==> src/rtl/key_debounce_multi_pkg.sv <==
`default_nettype none
// ============================================================================
//  Module      : key_pkg
//  Description : Shared types and helpers for the multi-channel key debouncer.
//                Per-channel state encoding, LED mode selectors and a
//                counter-width helper.
//  Revision    : 1.0  initial release
// ============================================================================
package key_pkg;

    // Per-channel debounce state, 3-bit encoding
    typedef enum logic [2:0] {
        KEY_IDLE       = 3'd0,
        KEY_PRESS_DB   = 3'd1,
        KEY_PRESSED    = 3'd2,
        KEY_RELEASE_DB = 3'd3
    } key_state_e;

    // LED toggle source selectors
    localparam int LED_ON_PRESS = 0;
    localparam int LED_ON_LONG  = 1;

    // Bits needed to hold values 0..max_count, never less than one bit
    function automatic int cnt_width(input int max_count);
        return (max_count < 1) ? 1 : $clog2(max_count + 1);
    endfunction

endpackage
`default_nettype wire

==> src/rtl/key_debounce_multi_channel.sv <==
`default_nettype none
// ============================================================================
//  Module      : key_debounce_channel
//  Description : One key channel: 2-flop synchroniser, counter-based
//                press/release debounce FSM, long-press detection and an
//                LED toggle register. All outputs are registered.
//  Revision    : 1.0  initial release
// ============================================================================
module key_debounce_channel
    import key_pkg::*;
#(
    parameter int DEBOUNCE_CYCLES   = 10,
    parameter int LONG_PRESS_CYCLES = 1000,
    parameter int LED_MODE          = 0
) (
    input  logic clk,
    input  logic rst,
    input  logic key_i,
    output logic level_o,
    output logic press_o,
    output logic release_o,
    output logic long_o,
    output logic led_o
);

    localparam int DB_W   = cnt_width(DEBOUNCE_CYCLES);
    localparam int HOLD_W = cnt_width(LONG_PRESS_CYCLES);

    localparam logic [DB_W-1:0]   DB_LAST   = DB_W'(DEBOUNCE_CYCLES - 1);
    localparam logic [HOLD_W-1:0] HOLD_LAST = HOLD_W'(LONG_PRESS_CYCLES - 1);

    logic              s1_q, s2_q;
    key_state_e        state_q, state_d;
    logic [DB_W-1:0]   db_cnt_q, db_cnt_d;
    logic [HOLD_W-1:0] hold_cnt_q, hold_cnt_d;
    logic              long_flag_q, long_flag_d;
    logic              level_q, level_d;
    logic              press_q, press_d;
    logic              release_q, release_d;
    logic              long_q, long_d;
    logic              led_q, led_d;

    // Synchroniser resets to "released" so leaving reset never looks like a press
    always_ff @(posedge clk or posedge rst) begin
        if (rst) begin
            s1_q <= 1'b1;
            s2_q <= 1'b1;
        end else begin
            s1_q <= key_i;
            s2_q <= s1_q;
        end
    end

    // State, counters and registered outputs
    always_ff @(posedge clk or posedge rst) begin
        if (rst) begin
            state_q     <= KEY_IDLE;
            db_cnt_q    <= '0;
            hold_cnt_q  <= '0;
            long_flag_q <= 1'b0;
            level_q     <= 1'b0;
            press_q     <= 1'b0;
            release_q   <= 1'b0;
            long_q      <= 1'b0;
            led_q       <= 1'b0;
        end else begin
            state_q     <= state_d;
            db_cnt_q    <= db_cnt_d;
            hold_cnt_q  <= hold_cnt_d;
            long_flag_q <= long_flag_d;
            level_q     <= level_d;
            press_q     <= press_d;
            release_q   <= release_d;
            long_q      <= long_d;
            led_q       <= led_d;
        end
    end

    // Next-state logic; pulses default low so each lasts exactly one cycle
    always_comb begin
        state_d     = state_q;
        db_cnt_d    = db_cnt_q;
        hold_cnt_d  = hold_cnt_q;
        long_flag_d = long_flag_q;
        press_d     = 1'b0;
        release_d   = 1'b0;
        long_d      = 1'b0;
        led_d       = led_q;

        case (state_q)
            KEY_IDLE: begin
                if (!s2_q) begin
                    state_d  = KEY_PRESS_DB;
                    db_cnt_d = '0;
                end
            end
            KEY_PRESS_DB: begin
                if (s2_q) begin
                    state_d = KEY_IDLE;
                end else if (db_cnt_q == DB_LAST) begin
                    state_d     = KEY_PRESSED;
                    press_d     = 1'b1;
                    hold_cnt_d  = '0;
                    long_flag_d = 1'b0;
                    if (LED_MODE == LED_ON_PRESS) begin
                        led_d = ~led_q;
                    end
                end else begin
                    db_cnt_d = db_cnt_q + 1'b1;
                end
            end
            KEY_PRESSED: begin
                if (s2_q) begin
                    state_d  = KEY_RELEASE_DB;
                    db_cnt_d = '0;
                end else if (!long_flag_q) begin
                    // Hold counter stops at its last value once the event fires
                    if (hold_cnt_q == HOLD_LAST) begin
                        long_d      = 1'b1;
                        long_flag_d = 1'b1;
                        if (LED_MODE == LED_ON_LONG) begin
                            led_d = ~led_q;
                        end
                    end else begin
                        hold_cnt_d = hold_cnt_q + 1'b1;
                    end
                end
            end
            KEY_RELEASE_DB: begin
                // A bounce back to pressed resumes the hold without a new press
                if (!s2_q) begin
                    state_d = KEY_PRESSED;
                end else if (db_cnt_q == DB_LAST) begin
                    state_d   = KEY_IDLE;
                    release_d = 1'b1;
                end else begin
                    db_cnt_d = db_cnt_q + 1'b1;
                end
            end
            default: begin
                state_d = KEY_IDLE;
            end
        endcase

        level_d = (state_d == KEY_PRESSED) || (state_d == KEY_RELEASE_DB);
    end

    assign level_o   = level_q;
    assign press_o   = press_q;
    assign release_o = release_q;
    assign long_o    = long_q;
    assign led_o     = led_q;

endmodule
`default_nettype wire

==> src/rtl/key_debounce_multi.sv <==
`default_nettype none
// ============================================================================
//  Module      : key_debounce_multi
//  Description : NUM_KEYS independent active-low push-button debouncers with
//                press/release/long-press pulses and per-key LED toggles.
//  Revision    : 1.0  initial release
// ============================================================================
module key_debounce_multi
    import key_pkg::*;
#(
    parameter int NUM_KEYS          = 4,
    parameter int DEBOUNCE_CYCLES   = 10,
    parameter int LONG_PRESS_CYCLES = 1000,
    parameter int LED_MODE          = LED_ON_PRESS
) (
    input  logic                clk,
    input  logic                rst,
    input  logic [NUM_KEYS-1:0] key,
    output logic [NUM_KEYS-1:0] key_level,
    output logic [NUM_KEYS-1:0] press_pulse,
    output logic [NUM_KEYS-1:0] release_pulse,
    output logic [NUM_KEYS-1:0] long_pulse,
    output logic [NUM_KEYS-1:0] led
);

    // Channels share only clock and reset
    for (genvar g = 0; g < NUM_KEYS; g++) begin : g_chan
        key_debounce_channel #(
            .DEBOUNCE_CYCLES  (DEBOUNCE_CYCLES),
            .LONG_PRESS_CYCLES(LONG_PRESS_CYCLES),
            .LED_MODE         (LED_MODE)
        ) u_chan (
            .clk      (clk),
            .rst      (rst),
            .key_i    (key[g]),
            .level_o  (key_level[g]),
            .press_o  (press_pulse[g]),
            .release_o(release_pulse[g]),
            .long_o   (long_pulse[g]),
            .led_o    (led[g])
        );
    end

endmodule
`default_nettype wire

==> config.mk <==
export PLATFORM = sky130hd
export DESIGN_NAME = key_debounce_multi
export DESIGN_NICKNAME = d
export VERILOG_FILES = /design/src/rtl/key_debounce_multi_pkg.sv /design/src/rtl/key_debounce_multi_channel.sv /design/src/rtl/key_debounce_multi.sv
export SDC_FILE = /design/constraint.sdc
export NUM_CORES = 1
export LEC_CHECK = 0
export CAP_MARGIN = 20
export CORE_ASPECT_RATIO = 2
export CORE_UTILIZATION = 50
export DETAILED_ROUTE_END_ITERATION = 8
export PLACE_DENSITY_LB_ADDON = 0.1
export SLEW_MARGIN = 20
export SYNTH_ARGS = -nofsm -noshare
export SYNTH_HDL_FRONTEND = slang
export SYNTH_SLANG_ARGS = --single-unit
==> constraint.sdc <==
create_clock -name clk -period 7 [get_ports clk]
set_input_delay 1.05 -clock clk [delete_from_list [all_inputs] [get_ports clk]]
set_output_delay 1.05 -clock clk [all_outputs]
set_load 0.005 [all_outputs]
======== Word level (Yosys, flattened, before mapping) ========
Index checks and enable logic that the tools add are counted.
cells by class
  add/subtract/negate cells ............... 8
  eq/ne operators ......................... 60
  multiplexer cells ....................... 132
  bitwise logic cells ..................... 8
  reductions and logical operators ........ 32
operators with widths
  operator                                                                count
  10-bit two-way mux                                                      20
  4-bit two-way mux                                                       20
  10-bit case mux with 2 select lines                                     4
  3-bit two-way mux                                                       24
  4-bit case mux with 4 select lines                                      4
  1-bit two-way mux                                                       52
  3-bit by 2-bit equality test with 1-bit output (second input constant)  16
  3-bit case mux with 4 select lines                                      4
  10-bit by 1-bit adder with 10-bit output (second input constant)        4
  10-bit equality test (second input constant)                            4
  2-bit != test (second input constant)                                   20
  2-bit by 1-bit != test with 1-bit output (second input constant)        12
  6-bit AND reduction                                                     4
  5-bit AND reduction                                                     4
  4-bit by 1-bit adder with 4-bit output (second input constant)          4
  4-bit equality test (second input constant)                             4
  4-bit AND reduction                                                     4
  4-bit nonzero test                                                      4
  3-bit by 1-bit equality test with 1-bit output (second input constant)  4
  3-bit zero test                                                         4
  3-bit AND reduction                                                     4
  1-bit inverter                                                          8
  1-bit case mux with 2 select lines                                      4
  2-bit nonzero test                                                      4
  1-bit logical OR                                                        4
storage, ports and cells
  register bits ........................... 100
  bits of input ports ..................... 6
  logic and storage cells ................. 284

======== Longest topological paths before layout ========
  depth in word-level cells ............... 6
  mapped depth ............................ 7
  mapped depth without buffers ............ 7

======== By module ========
A second synthesis with hierarchy kept.
second synthesis, totals
  cell total of the unflattened synthesis .. 490
  area, all modules ....................... 5067.4 sq um
by module, submodules not included
  module                                        instances  cells each  area an instance (sq um)  sequential area each (sq um)
  key_debounce_channel at g_chan[0].u_chan ...  2          123         1258.7                    628.1
  key_debounce_channel at g_chan[3].u_chan      1          127         1307.5                    628.1
  key_debounce_channel at g_chan[2].u_chan      1          117         1242.4                    628.1

======== Worst setup path before layout ========
Ideal clock, no wire load.
  path type ............................... register to register
  from .................................... register g_chan[3].u_chan.db_cnt_q[1]
  to ...................................... register g_chan[3].u_chan.hold_cnt_q[7]
  setup time .............................. 119 ps
  data arrival time ....................... 1847 ps
  required time ........................... 6881 ps
  setup slack ............................. 5034 ps
  stages on the path, launching flop included .. 8
  period minus slack after synthesis ...... 1966 ps
  cells stage by stage .................... dfrtp_1 -> inv_1 -> ha_1 -> nand3b_1 -> o31ai_1 -> nand4_1 -> o21a_1 -> o21ba_2
between the ends
  longest elaborated chain between the ends .. 3
ends and longest elaborated chain
  item                                                RTL line                           text
  start, declared                                     key_debounce_multi_channel.sv:34   logic [DB_W-1:0] db_cnt_q, db_cnt_d;
  start signal, assigned                              key_debounce_multi_channel.sv:68   db_cnt_q <= db_cnt_d;
  4-bit equality test                                 key_debounce_multi_channel.sv:100  end else if (db_cnt_q == DB_LAST) begin
  2-bit by 1-bit != test with 1-bit output (no line)  --
  6-bit AND reduction (no line)                       --
  end signal, assigned                                key_debounce_multi_channel.sv:69   hold_cnt_q <= hold_cnt_d;
  end, declared                                       key_debounce_multi_channel.sv:35   logic [HOLD_W-1:0] hold_cnt_q, hold_cnt_d;
Every way passes these cells.
A chain may end at the register's enable or synchronous reset.

======== Worst setup path after layout ========
  from .................................... register g_chan[1].u_chan.state_q[2]
  to ...................................... register g_chan[1].u_chan.hold_cnt_q[5]
between the ends
  longest elaborated chain between the ends .. 3
ends and longest elaborated chain
  item                                                                                                                     RTL line                          text
  start, declared                                                                                                          key_debounce_multi_channel.sv:33  key_state_e state_q, state_d;
  start signal, assigned                                                                                                   key_debounce_multi_channel.sv:67  state_q <= state_d;
  3-bit by 2-bit equality test with 1-bit output / 3-bit by 1-bit equality test with 1-bit output (equally long branches)  key_debounce_multi_channel.sv:90  case (state_q)
  2-bit != test (no line), or another cell as far along                                                                    --
  6-bit AND reduction (no line)                                                                                            --
  end signal, assigned                                                                                                     key_debounce_multi_channel.sv:69
  end, declared                                                                                                            key_debounce_multi_channel.sv:35
Parallel ways exist; a longest one is shown, timed or not.

==> run metrics <==
status=finished, violations left; failing checks=DRC; Site Rows=50; # placed instances=approximately 560; Iter 0 DRT Violations=115; synthesized area=0.004793 mm^2; hold_buf cts=0; pre-CTS setup slack=between 4000 and 5000 ps; cells after synthesis=roughly 460; Final TNS setup=0 ps; min Tclk post-route=around 2400 ps; core area=between 0.009 and 0.01 mm^2; clock power share=0.460; first-pass GRT wire length=around 15000 um; total gr overflow=0; switching pwr=about 0.00025 W; post-DP HPWL=around 6000 um; WL/cell=14.84 um; CP max stage cell=nor4_4; Clock Sinks=100; async set-reset flop share out of synthesis=1.000; vias in the first global route=approximately 3400; Syn Area/Cell=about 10 um^2; final antenna diode count=0; most frequent cell after synthesis=dfrtp_1; H-tree lvl count=3; Worst setup EP type=register; Yosys top cell area share=0.4803; Post-CTS Repair Setup Buffers=0; max-slew violations=0; Tot Pwr=0.001169 W; Fillers=800; Critical Path AT=roughly 2700 ps; Comb pwr share=0.028; Worst Setup Slack, final=4625 ps; detailed-router iteration count before antenna repair=6; Top FF cell, synth=dfrtp_1; Vias=around 3300; Setup Skew=10.70 ps; DIE WIDTH=~71 um; CTS Buf Count=9; sequential power share=0.512; CP Launch Type=register; Fmax=between 400 and 500 MHz; DRC=2; crit path cell chain=or3_4 > nor4_4 > a21oi_2 > or4_1 > a21oi_1; leading area contributor after synthesis=dfrtp_1; CP Data Required Time=7270 ps; Slowest Stage Delay on Critical Path=between 600 and 700 ps; Yosys reg bits=100; switch share=0.2108; DIE AREA=0.01001 mm^2; # nets final=489; # Max-Cap Violations=0; sequential area share after synthesis=0.5241; initial antenna violation count=0; final setup vio count=0; Slew @ Worst Pin=a little over 800 ps; count of cell types in the netlist=between 60 and 70; GRT Util Overall=0.1918; chip height=between 100 and 150 um; class of the worst hold path=register to register; TritonCTS clock tree=built; peak supply drop=approximately 170 uV; Clock Latency Late Sink=350 ps; RSZ-0062 raised after global routing=false; leakage=roughly 2.4 nW; Area Overhead vs Synth=11.41%; Routed Antenna Nets=0; crit path max fanout=15; DR vias/cell=roughly 5.6; Syn. warnings=0; largest net degree at the start of global routing=53; Area contributors post-synth=dfrtp_1 48%, dfstp_2 4.4%, xor2_1 4.2%; routability cong.=0.8227; P_int=between 0.0009 and 0.001 W; Starting Density=0.5142; root buffer cell=clkbuf_16; Clock Path Buffers=2; Commonest cells post-synth=92 x dfrtp_1, 50 x nor2_1, 34 x nand2_1; WS Path Type=register to register; post-route insts no fill=between 500 and 600; final-report hold violation count=0; pwr/cell area=approximately 220 mW/mm^2; fraction of layout cells with a size suffix above 1=0.09034; IO Port Bufs=25; slew margin rel.=0.4403; CTS-repair resized insts=0; final wirelength=about 8600 um; Post-synth EDFFs=0; I/O pin cnt=26; R2R Setup Slk=4620 ps; Worst-path clk slew=70 ps; final critical-path share of the clock period=0.3394
-- kinds of logic after synthesis --
group,share of synthesized area
xor+xnor,0.05299
other cells,0.0007823
flops,0.5241
buf+inv,0.05429
fa+ha+maj,0.03132
simple gates,0.2331
mux,0.01122
compound gates,0.09214
-- worst max-delay path: cells and delay by family, from the launching register on --
family | cells | cell delay (ps)
DFF | 1 | 470
and+or+nand+nor | 3 | 1580
AOI/OAI and AO/OA | 2 | 250
-- worst paths after layout --
check | from | to | cells after the start
max | g_chan[1].u_chan.state_q[2]$_DFF_PP0_ | g_chan[1].u_chan.hold_cnt_q[5]$_DFFE_PP0P_ | 5
min | g_chan[0].u_chan.s1_q$_DFF_PP1_ | g_chan[0].u_chan.s2_q$_DFF_PP1_ | 0
max reg2reg | g_chan[1].u_chan.state_q[2]$_DFF_PP0_ | g_chan[1].u_chan.hold_cnt_q[5]$_DFFE_PP0P_ | 5
min reg2reg | g_chan[0].u_chan.s1_q$_DFF_PP1_ | g_chan[0].u_chan.s2_q$_DFF_PP1_ | 0
max in group asynchronous | rst | g_chan[0].u_chan.db_cnt_q[3]$_DFFE_PP0P_ | 3
min in group asynchronous | rst | g_chan[2].u_chan.long_flag_q$_DFFE_PP0P_ | 2
-- power by group through the flow --
stage / combinational, W / sequential (W) / clock (W)
floorplan: 0.0000261 / 0.000605 / 0
global placement: 0.0000323 / 0.000609 / 0
detailed placement: 0.0000336 / 0.000609 / 0
CTS: 0.0000341 / 0.000599 / 0.000551
global route: 0.0000386 / 0.000600 / 0.000574
finish: 0.0000328 / 0.000599 / 0.000538
-- cell usage in the layout (no fill, tap or decap), types with 4 or more instances in the layout --
| cell type | instances |
|---|---|
| a211oi_1 | 8 |
| a21oi_1 | 11 |
| and3_1 | 7 |
| and4b_1 | 5 |
| clkbuf_16 | 9 |
| clkdlybuf4s50_1 | 25 |
| conb_1 | 4 |
| dfrtp_1 | 92 |
| dfstp_2 | 8 |
| ha_1 | 12 |
| inv_1 | 15 |
| nand2_1 | 34 |
| nand2b_1 | 7 |
| nand3_1 | 12 |
| nand3b_1 | 4 |
| nand4_1 | 16 |
| nor2_1 | 50 |
| nor2b_1 | 4 |
| nor3_1 | 13 |
| nor4_1 | 4 |
| o211ai_1 | 6 |
| o21ai_0 | 21 |
| o31ai_1 | 4 |
| or3_1 | 6 |
| or4_1 | 4 |
| xnor2_1 | 6 |
| xor2_1 | 23 |
-- registers in the layout, summed over array words and instances (netlist names) --
register / cells
g_chan.u_chan.release_o: 4
g_chan.u_chan.led_o: 4
g_chan.u_chan.s1_q: 4
g_chan.u_chan.s2_q: 4
g_chan.u_chan.hold_cnt_q: 40
g_chan.u_chan.long_flag_q: 4
g_chan.u_chan.db_cnt_q: 16
g_chan.u_chan.long_o: 4
g_chan.u_chan.state_q: 12
g_chan.u_chan.press_o: 4
g_chan.u_chan.level_o: 4
-- through the flow --
stage | cell area, um^2 | hold WS [ps] | util
2_1_floorplan | 4805 | 345.2 | -
3_3_place_gp | 5014 | 345.5 | 0.5379
3_5_place_dp | 5014 | 346.8 | 0.5379
4_1_cts | 5340 | 356.4 | 0.5729
5_1_grt | 5340 | 358.2 | 0.5729
6_report | 5340 | 355.9 | 0.5729
-- area by class of cell --
cell class                 instances  area, um^2  area share
clock inverter                     5       83.83     0.01570
clock buffer                      11       242.7     0.04545
multi-input combinational        315        2032      0.3805
timing repair buffer              28       272.8     0.05108
inverter                          17       66.31     0.01242
tap                              104       130.1     0.02437
sequential                       100        2512      0.4705
-- metal layers --
metal  up-vias  track usage  routed length [um]
li1       1623            -                   -
met1      1613       0.2008                3427
met2        29       0.3554                4820
met3        11      0.03741                 182
met4         0      0.09263                 178
met5         -            0                   0
No activity file was read; power rests on OpenSTA's default activity.
